$ cat src/rtl/operand_fetch.sv
// ---------------------------------------------------------------------------
// operand_fetch
//   Two-stage operand fetch between decode and execute.
//   S1 holds an accepted instruction while its synchronous register-file read
//   completes. S2 holds the resolved operand bundle that drives the outputs.
//   Writeback hazards are resolved in two places:
//     - S1: the register file returns old data when a read and a write hit the
//       same edge. A one-deep bypass latch captures that write.
//     - S2: while the bundle is stalled, matching writebacks patch it in place.
//
// Ports
//   clk, rst                  clock, synchronous active-high reset
//   in_valid / in_ready       upstream handshake
//   in_pc, in_rs1, in_rs2     incoming PC and source register addresses
//   rf_r_addr1/2              register file read addresses
//   rf_read_reg1/2            register file read data (1-cycle latency)
//   wb_we, wb_addr, wb_data   writeback port shared with the register file
//   out_valid / out_ready     downstream handshake
//   out_pc, out_rs1_val,
//   out_rs2_val               registered PC and resolved operands
// ---------------------------------------------------------------------------
module operand_fetch #(
   parameter int WIDTH      = 32,
   parameter int ADDR_WIDTH = 5
) (
   input  logic                  clk,
   input  logic                  rst,
   input  logic                  in_valid,
   output logic                  in_ready,
   input  logic [WIDTH-1:0]      in_pc,
   input  logic [ADDR_WIDTH-1:0] in_rs1,
   input  logic [ADDR_WIDTH-1:0] in_rs2,
   output logic [ADDR_WIDTH-1:0] rf_r_addr1,
   output logic [ADDR_WIDTH-1:0] rf_r_addr2,
   input  logic [WIDTH-1:0]      rf_read_reg1,
   input  logic [WIDTH-1:0]      rf_read_reg2,
   input  logic                  wb_we,
   input  logic [ADDR_WIDTH-1:0] wb_addr,
   input  logic [WIDTH-1:0]      wb_data,
   output logic                  out_valid,
   input  logic                  out_ready,
   output logic [WIDTH-1:0]      out_pc,
   output logic [WIDTH-1:0]      out_rs1_val,
   output logic [WIDTH-1:0]      out_rs2_val
);

   // S1 state
   logic                  r_s1_valid;
   logic [WIDTH-1:0]      r_s1_pc;
   logic [ADDR_WIDTH-1:0] r_s1_rs1;
   logic [ADDR_WIDTH-1:0] r_s1_rs2;
   logic                  r_byp1_flag;
   logic                  r_byp2_flag;
   logic [WIDTH-1:0]      r_byp1_data;
   logic [WIDTH-1:0]      r_byp2_data;

   // S2 state
   logic                  r_s2_valid;
   logic [WIDTH-1:0]      r_out_pc;
   logic [WIDTH-1:0]      r_out_rs1_val;
   logic [WIDTH-1:0]      r_out_rs2_val;
   logic [ADDR_WIDTH-1:0] r_s2_rs1;
   logic [ADDR_WIDTH-1:0] r_s2_rs2;

   logic                  w_s1_adv;
   logic                  w_in_hs;
   logic                  w_s1_load_s2;
   logic                  w_s2_hold;
   logic                  w_s1_stall;
   logic [WIDTH-1:0]      w_s1_op1;
   logic [WIDTH-1:0]      w_s1_op2;
   logic                  w_patch1;
   logic                  w_patch2;

   assign w_s1_adv     = !r_s2_valid || out_ready;
   assign in_ready     = !r_s1_valid || w_s1_adv;
   assign w_in_hs      = in_valid && in_ready;
   assign w_s1_load_s2 = r_s1_valid && w_s1_adv;
   assign w_s2_hold    = r_s2_valid && !out_ready;
   assign w_s1_stall   = r_s1_valid && !w_s1_adv;

   // A stalled S1 re-reads its own registers so it keeps tracking writebacks.
   assign rf_r_addr1 = w_s1_stall ? r_s1_rs1 : in_rs1;
   assign rf_r_addr2 = w_s1_stall ? r_s1_rs2 : in_rs2;

   assign w_s1_op1 = (r_s1_rs1 == '0) ? '0 :
                     r_byp1_flag      ? r_byp1_data : rf_read_reg1;
   assign w_s1_op2 = (r_s1_rs2 == '0) ? '0 :
                     r_byp2_flag      ? r_byp2_data : rf_read_reg2;

   assign w_patch1 = w_s2_hold && wb_we && (wb_addr == r_s2_rs1) && (r_s2_rs1 != '0);
   assign w_patch2 = w_s2_hold && wb_we && (wb_addr == r_s2_rs2) && (r_s2_rs2 != '0);

   always_ff @(posedge clk) begin
      if (rst) begin
         r_s1_valid    <= 1'b0;
         r_byp1_flag   <= 1'b0;
         r_byp2_flag   <= 1'b0;
         r_s2_valid    <= 1'b0;
         r_out_pc      <= '0;
         r_out_rs1_val <= '0;
         r_out_rs2_val <= '0;
      end else begin
         r_byp1_flag <= wb_we && (wb_addr == rf_r_addr1);
         r_byp2_flag <= wb_we && (wb_addr == rf_r_addr2);

         if (w_in_hs) begin
            r_s1_valid <= 1'b1;
         end else if (w_s1_adv) begin
            r_s1_valid <= 1'b0;
         end

         if (w_s1_adv) begin
            r_s2_valid <= r_s1_valid;
         end

         if (w_s1_load_s2) begin
            r_out_pc      <= r_s1_pc;
            r_out_rs1_val <= w_s1_op1;
            r_out_rs2_val <= w_s1_op2;
         end else begin
            if (w_patch1) begin
               r_out_rs1_val <= wb_data;
            end
            if (w_patch2) begin
               r_out_rs2_val <= wb_data;
            end
         end
      end
   end

   // Payload registers; their contents are only meaningful under the valids.
   always_ff @(posedge clk) begin
      r_byp1_data <= wb_data;
      r_byp2_data <= wb_data;
      if (w_in_hs) begin
         r_s1_pc  <= in_pc;
         r_s1_rs1 <= in_rs1;
         r_s1_rs2 <= in_rs2;
      end
      if (w_s1_load_s2) begin
         r_s2_rs1 <= r_s1_rs1;
         r_s2_rs2 <= r_s1_rs2;
      end
   end

   assign out_valid   = r_s2_valid;
   assign out_pc      = r_out_pc;
   assign out_rs1_val = r_out_rs1_val;
   assign out_rs2_val = r_out_rs2_val;

endmodule

$ cat config.mk
export PLATFORM = sky130hd
export DESIGN_NAME = operand_fetch
export DESIGN_NICKNAME = d
export VERILOG_FILES = /design/src/rtl/operand_fetch.sv
export SDC_FILE = /design/constraint.sdc
export NUM_CORES = 1
export LEC_CHECK = 0
export CAP_MARGIN = 20
export CORE_ASPECT_RATIO = 0.5
export CORE_UTILIZATION = 50
export CTS_CLUSTER_DIAMETER = 80
export CTS_CLUSTER_SIZE = 12
export DETAILED_ROUTE_END_ITERATION = 10
export GPL_ROUTABILITY_DRIVEN = 1
export PLACE_DENSITY = 0.85
export SLEW_MARGIN = 20
export SYNTH_ARGS = -nofsm -noshare
export SYNTH_HDL_FRONTEND = slang
export SYNTH_SLANG_ARGS = --single-unit
$ cat constraint.sdc
create_clock -name clk -period 6.3 [get_ports clk]
set_clock_uncertainty 0.1 [all_clocks]
set_input_delay 0.945 -clock clk [delete_from_list [all_inputs] [get_ports clk]]
set_output_delay 0.945 -clock clk [all_outputs]
set_load 0.05 [all_outputs]
==> metrics.md <==
| Metric | Value |
|---|---|
| Outcome | completed |
| Share of flip-flops with an asynchronous set or reset | 0% |
| Post-CTS Setup Bufs | 0 |
| Fraction of power spent switching nets | 29.74% |
| Most utilized layer in the global route result | met2 |
| Flop-to-flop setup slack | 2.88 ns |
| First drt pass iteration count | 5 |
| Clock sinks | 184 |
| Worst ir drop on vdd | 235.0 uV |
| Die width | 182.3 um |
| Layout net count | 1027 |
| Area leader, netlist | sky130_fd_sc_hd__dfxtp_1 |
| Hold buffer count at CTS | 0 |
| Total die area | 16800 um^2 |
| Number of enable flip-flop cells after synthesis | 52 |
| Req. time, crit path | 5.25 ns |
| Internal cell power | 0.002093 W |
| Unrepaired setup endpoints after global routing | false |
| Max Clk Rate | 0.2407 GHz |
| Design Area, Final | 11340 um^2 |
| Cell count of the worst reg-to-reg path | 7 |
| Antenna violations before repair | 0 |
| Yosys reg bits | 184 |
| Critical Path AT | 3.11 ns |
| Min-Delay Startpoint | out_pc[27] |
| Grt met2 use | 42.53% |
| Tightest hold margin | 0.3558 ns |
| Max-slew violation count | 0 |
| Worst-margin pin slew | 0.8867 ns |
| Sequential share of power | 44.5% |
| Initial Util | 51.90% |
| Area growth syn-to-layout | 39.58% |
| Met1 Track Usage GR | 30.62% |
| Row count | 32 |
| Number of ports placed on the die boundary | 256 |
| Synth unique cells | 35 |
| Worst setup path startpoint | out_ready |
| Weighted congestion at the end of routability-driven global placement | 0.8136 |
| Number of global-route vias before repair | 6124 |
| Per-cell via count in the routed design | 5.252 |
| Die height | 92.14 um |
| Routed length per placed instance | 18.33 um |
| Filler Cell Count | 1075 |
| Endpoint class of the critical path | output pin |
| Average size of a mapped cell | 12.46 um^2 |
| Placed standard-cell area | 10750 um^2 |
| Multi-input combinational cell area | 3513 um^2 |
| Final worst-path cycle share | 65.93% |
| Combinational share of power | 19.7% |
| Kind of path behind the tightest hold check | register to register |
| Overall routed net length | 20.40 mm |
| R2R Path Start | out_valid |
| Syn_nets | 800 |
| Post-detailed-route count of antenna-violating nets | 0 |
| Post-synth top flop | sky130_fd_sc_hd__dfxtp_1 |
| Overall via count from detail_route | 5845 |
| NetSw | 0.0008860 W |
| Max Cap Viol | 0 |
| Final HPWL DP | 13.67 mm |
| Maximum number of pins on one net before global-route repair | 65 |
| 1st-iter DRT viols | 250 |
| Port Buffers | 255 |
| Drt drc | 0 |
| Largest cells by area after synthesis | sky130_fd_sc_hd__dfxtp_1, sky130_fd_sc_hd__edfxtp_1, sky130_fd_sc_hd__a221oi_2 |
| Post-placement worst setup slack | 1.830 ns |
| Count of mapped cells out of synthesis | 652 |
| Maximum root-to-sink buffer count | 2 |
| Category of the worst setup path launch point | input port |
| Ratio of cells with drive above 1 in the final layout | 27.80% |
| Tightest slew margin relative to the limit | 40.88% |
| Clock input transition at the sequential cells of the worst setup and hold paths | 0.07 ns |
| Post-layout minimum cycle time | 4.154 ns |
| Total track usage | 24.57% |
| Routing usage on met3 | 5.441% |
| Warnings, synthesis | 0 |
| TritonCTS clock tree | built |
| Clk root buf | sky130_fd_sc_hd__clkbuf_16 |
| Portion of the post-synthesis area used by sequential elements | 51.74% |
| Worst-skew pair later-pin latency | 0.43 ns |
| Top cell type's share of synthesized area | 32.52% |
| Storage cell area | 4204 um^2 |
| # diodes | 0 |
| Total setup violations reported at the end of the flow | 0 |
| Core region area | 15660 um^2 |
| Total standard cell area after synthesis | 8125 um^2 |
| Total Negative Setup Slacks | 0 ns |
| Leak Pwr | 3.931 nW |
| Final critical-path setup slack | 2.146 ns |
| Power density over the cells | 262.7 nW/um^2 |
| Post-cts repair resize count | 0 |
| Hold Fails Final Rpt | 0 |
| Overflow left after global routing | 0 |
| Global-route wire length before repair | 32.04 mm |
| CP max FO | 12 |
| Terminus of the critical flop-to-flop path | out_rs2_val[0] |
| CTS H-tree lvls | 4 |
| Setup crit end | rf_r_addr2[0] |
| Clock power share | 35.8% |
| Clock buffer count from CTS | 17 |
| Startpoint-to-endpoint class of the critical path | input port to output pin |
-- metrics by stage --
step / utilization, % / instances / power (W)
after CTS: 72.44 / 1113 / 0.003002
after global routing: 72.44 / 1113 / 0.003085
after global placement: 68.68 / 1081 / 0.001927
final: 72.44 / 1113 / 0.002979
after floorplan: - / 652 / 0.001708
after detailed placement: 68.68 / 1081 / 0.001938
-- per-layer routing --
| metal | share of wire [%] | up-vias |
|---|---|---|
| met1 | 43 | 2818 |
| met4 | 2.0 | 0 |
| li1 | - | 2825 |
| met3 | 4.8 | 31 |
| met2 | 50 | 171 |
| met5 | 0 | - |
-- worst min path at each step --
| stage | end | depth (start not counted) |
|---|---|---|
| after floorplan | r_s2_rs1[4] | 0 |
| after global placement | out_pc[25] | 2 |
| after detailed placement | out_pc[3] | 2 |
| after CTS | out_pc[3] | 2 |
| after global routing | out_rs2_val[30] | 2 |
| final | out_pc[27] | 2 |
-- power by group through the flow --
stage	Sequential [W]	Combinational, W	Clock, W
5_1_grt	0.00133	0.000617	0.00113
3_3_place_gp	0.00135	0.000578	0
2_1_floorplan	0.00148	0.000223	0
3_5_place_dp	0.00135	0.000586	0
6_report	0.00133	0.000586	0.00107
4_1_cts	0.00133	0.000589	0.00109
-- Yosys cell counts (all sizes together) (2+ instances only) --
master,number
nand2b,2
inv,34
a211oi,32
o21ai,2
a21oi,36
mux2,74
a221oi,64
xnor2,8
nor2b,33
nand4,2
clkbuf,24
a31oi,2
or2,2
dfxtp,132
buf,32
nor2,4
nor3,36
nand2,66
edfxtp,52
xor2,10
nor4,3
-- logic make-up (layout without fill, tap and decap cells) --
| kind of cell | count (synthesis) | after routing | synth area share, % |
|---|---|---|---|
| AO/OA/AOI/OAI | 136 | 136 | 19.40 |
| XOR/XNOR | 18 | 18 | 1.940 |
| buffers and inverters | 90 | 330 | 5.482 |
| flip-flops | 184 | 184 | 51.74 |
| multiplexers | 74 | 74 | 10.26 |
| AND/OR/NAND/NOR | 150 | 150 | 11.18 |
-- cell usage in the layout (no fill, tap or decap), types with 2 or more instances in the layout --
cell type / count
sky130_fd_sc_hd__a211oi_2: 32
sky130_fd_sc_hd__nor3_2: 30
sky130_fd_sc_hd__xnor2_1: 8
sky130_fd_sc_hd__a21oi_4: 3
sky130_fd_sc_hd__inv_6: 3
sky130_fd_sc_hd__clkinv_8: 2
sky130_fd_sc_hd__buf_4: 9
sky130_fd_sc_hd__nor3_1: 6
sky130_fd_sc_hd__xor2_1: 10
sky130_fd_sc_hd__clkinv_2: 2
sky130_fd_sc_hd__dfxtp_1: 132
sky130_fd_sc_hd__nor2b_1: 32
sky130_fd_sc_hd__mux2_2: 72
sky130_fd_sc_hd__clkdlybuf4s50_1: 254
sky130_fd_sc_hd__nand2_1: 66
sky130_fd_sc_hd__or2_1: 2
sky130_fd_sc_hd__clkinvlp_4: 3
sky130_fd_sc_hd__nor4_4: 2
sky130_fd_sc_hd__inv_1: 33
sky130_fd_sc_hd__clkbuf_16: 17
sky130_fd_sc_hd__nand4_1: 2
sky130_fd_sc_hd__inv_8: 3
sky130_fd_sc_hd__a221oi_2: 60
sky130_fd_sc_hd__mux2_1: 2
sky130_fd_sc_hd__edfxtp_1: 52
sky130_fd_sc_hd__nor2_1: 4
sky130_fd_sc_hd__a21oi_1: 33
sky130_fd_sc_hd__a221oi_1: 4
sky130_fd_sc_hd__a31oi_4: 2
-- critical path, stage by stage --
cell and delay (ns):
sky130_fd_sc_hd__clkdlybuf4s50_1 0.43, sky130_fd_sc_hd__nand3b_1 0.49, sky130_fd_sc_hd__mux2_2 0.41, sky130_fd_sc_hd__clkdlybuf4s50_1 0.83
-- flip-flops by register name (all words and copies together), names as in the netlist, 5 cells and up --
signal / cells
r_s1_rs2: 5
r_s2_rs1: 5
out_pc: 32
out_rs2_val: 32
out_rs1_val: 32
r_s1_pc: 32
r_s1_rs1: 5
r_byp2_data: 32
r_s2_rs2: 5
-- layout make-up --
class | count | share of cell area, %
flip-flops and latches | 184 | 37.07
multi-input cells | 378 | 30.98
repair buffers | 264 | 23.19
clock buffers | 17 | 3.751
well taps | 221 | 2.438
clock inverters | 15 | 1.445
inverters | 34 | 1.125
Note: power is estimated with default switching activity, not from simulation.
==> edit, RTL diff (same flow settings) <==
Set the parameter `WIDTH` to 16 (it was 32).
--- a/src/rtl/operand_fetch.sv
+++ b/src/rtl/operand_fetch.sv
@@ -20,7 +20,7 @@
 //   out_rs2_val               registered PC and resolved operands
 // ---------------------------------------------------------------------------
 module operand_fetch #(
-   parameter int WIDTH      = 32,
+   parameter int WIDTH      = 16,
    parameter int ADDR_WIDTH = 5
 ) (
    input  logic                  clk,
Ports: changed (7 resized); port bits go from 256 to 144. No check against the original RTL was run, so the function may have changed too.
==> edit against the unedited design <==
  * Hold slack better by 0.0021 ns
  * Die area shrank 41%
  * Area after synthesis down 41%
  * Sequential cell count is 80 lower
  * Design area down 43%
  * Wire length decreased by 49%
  * Synthesized cell count fell by 43%
  * Power fell by 45%
  * Setup slack improved by 0.12 ns
  * Non-clock buffer count decreased by 118
  * Maximum frequency up 2.8%
  * Global-route usage down 2.9 points
  * Largest cell class unchanged
==> edit: results (changes against the unedited design) <==
NUMBER_OF_FLOPS_MAPPED_TO_ENABLE_CELLS_BY_YOSYS=36  # -31%
GLOBALROUTEMET2UTIL_PCT=37.22  # -5.3 points
CTS.HTREE.LEVELS=3  # -1
RESULT_OF_THE_RUN='finished clean'
GRT_MAX_DEGREE=52  # -20%
POWER_FRAC_SEQ_PCT=46.5  # +2.0 points
CLOCK_POWER_SHARE_PCT=33.4  # -2.4 points
GRT.TOTAL_USAGE_PCT=21.71  # -2.9 points
SYNTH_COMMON_CELLS='68 x dfxtp_1, 36 x edfxtp_1, 36 x mux2_2, 34 x nand2_1, 30 x a221oi_2'
FIN_NETS=581  # -43%
REG2REG_TO='out_rs1_val[7]$_SDFFE_PP0P_'
GP_ROUTABILITY_CONGESTION=0.7818  # -3.9%
SYNTH-COMPOUND-AREA-SHARE_PCT=17.53  # -1.9 points
SLEW_HEADROOM_PCT=30.22  # -11 points
SYNTHMUXAREASHARE_PCT=10.38  # +0.12 points
PLACED_CELL_AREA_SQ_MM=0.006181  # -43%
WORST_IR_DROP_VDD_mV=0.1702  # -28%
NUMBER_OF_GLOBAL_ROUTE_VIAS_BEFORE_REPAIR=3317  # -46%
FIN_WORST_HOLD_SLACK_NS=0.3578  # +0.002066 ns
SYNTH-XOR-AREA-SHARE_PCT=3.302  # +1.4 points
ROUTED_METAL_1_WIRE_LENGTH_MM=4.705  # -46%
NETLIST-CELL-TYPE-COUNT=34  # -2.9%
DPL_WORST_SLACK_NS=2.165  # +0.3354 ns
NUMPLACEDINSTANCES=603  # -44%
DRIVE_ABOVE_1_SHARE_PCT=26.89  # -0.91 points
GRTUSAGEMET1_PCT=27.67  # -3.0 points
CRITICAL_PATH.ENDPOINT='rf_r_addr2[1]'
edit: changes by cell type in the layout (fill, tap and decap cells not counted), moves of 16 or more:
cell / unedited run / this run
a21oi_1: 33 / 17
clkdlybuf4s50_1: 254 / 142
a211oi_2: 32 / 14
inv_1: 33 / 17
dfxtp_1: 132 / 68
nor2b_1: 32 / 16
nand2_1: 66 / 34
a221oi_2: 60 / 30
edfxtp_1: 52 / 36
mux2_2: 72 / 36
edit: critical path, cell delays in order:
cell and delay, ns:
clkdlybuf4s50_1 0.41, nand3b_2 0.46, mux2_2 0.37, clkdlybuf4s50_1 0.80
edit: layout make-up:
| cell class | instances | area, sq um |
|---|---|---|
| sequential | 104 | 2442 |
| clock buffer | 9 | 225.2 |
| timing repair buffer | 146 | 1469 |
| clock inverter | 7 | 62.56 |
| inverter | 18 | 70.07 |
| fill | 672 | 2510 |
| multi-input combinational | 218 | 2053 |
| tap | 117 | 146.4 |
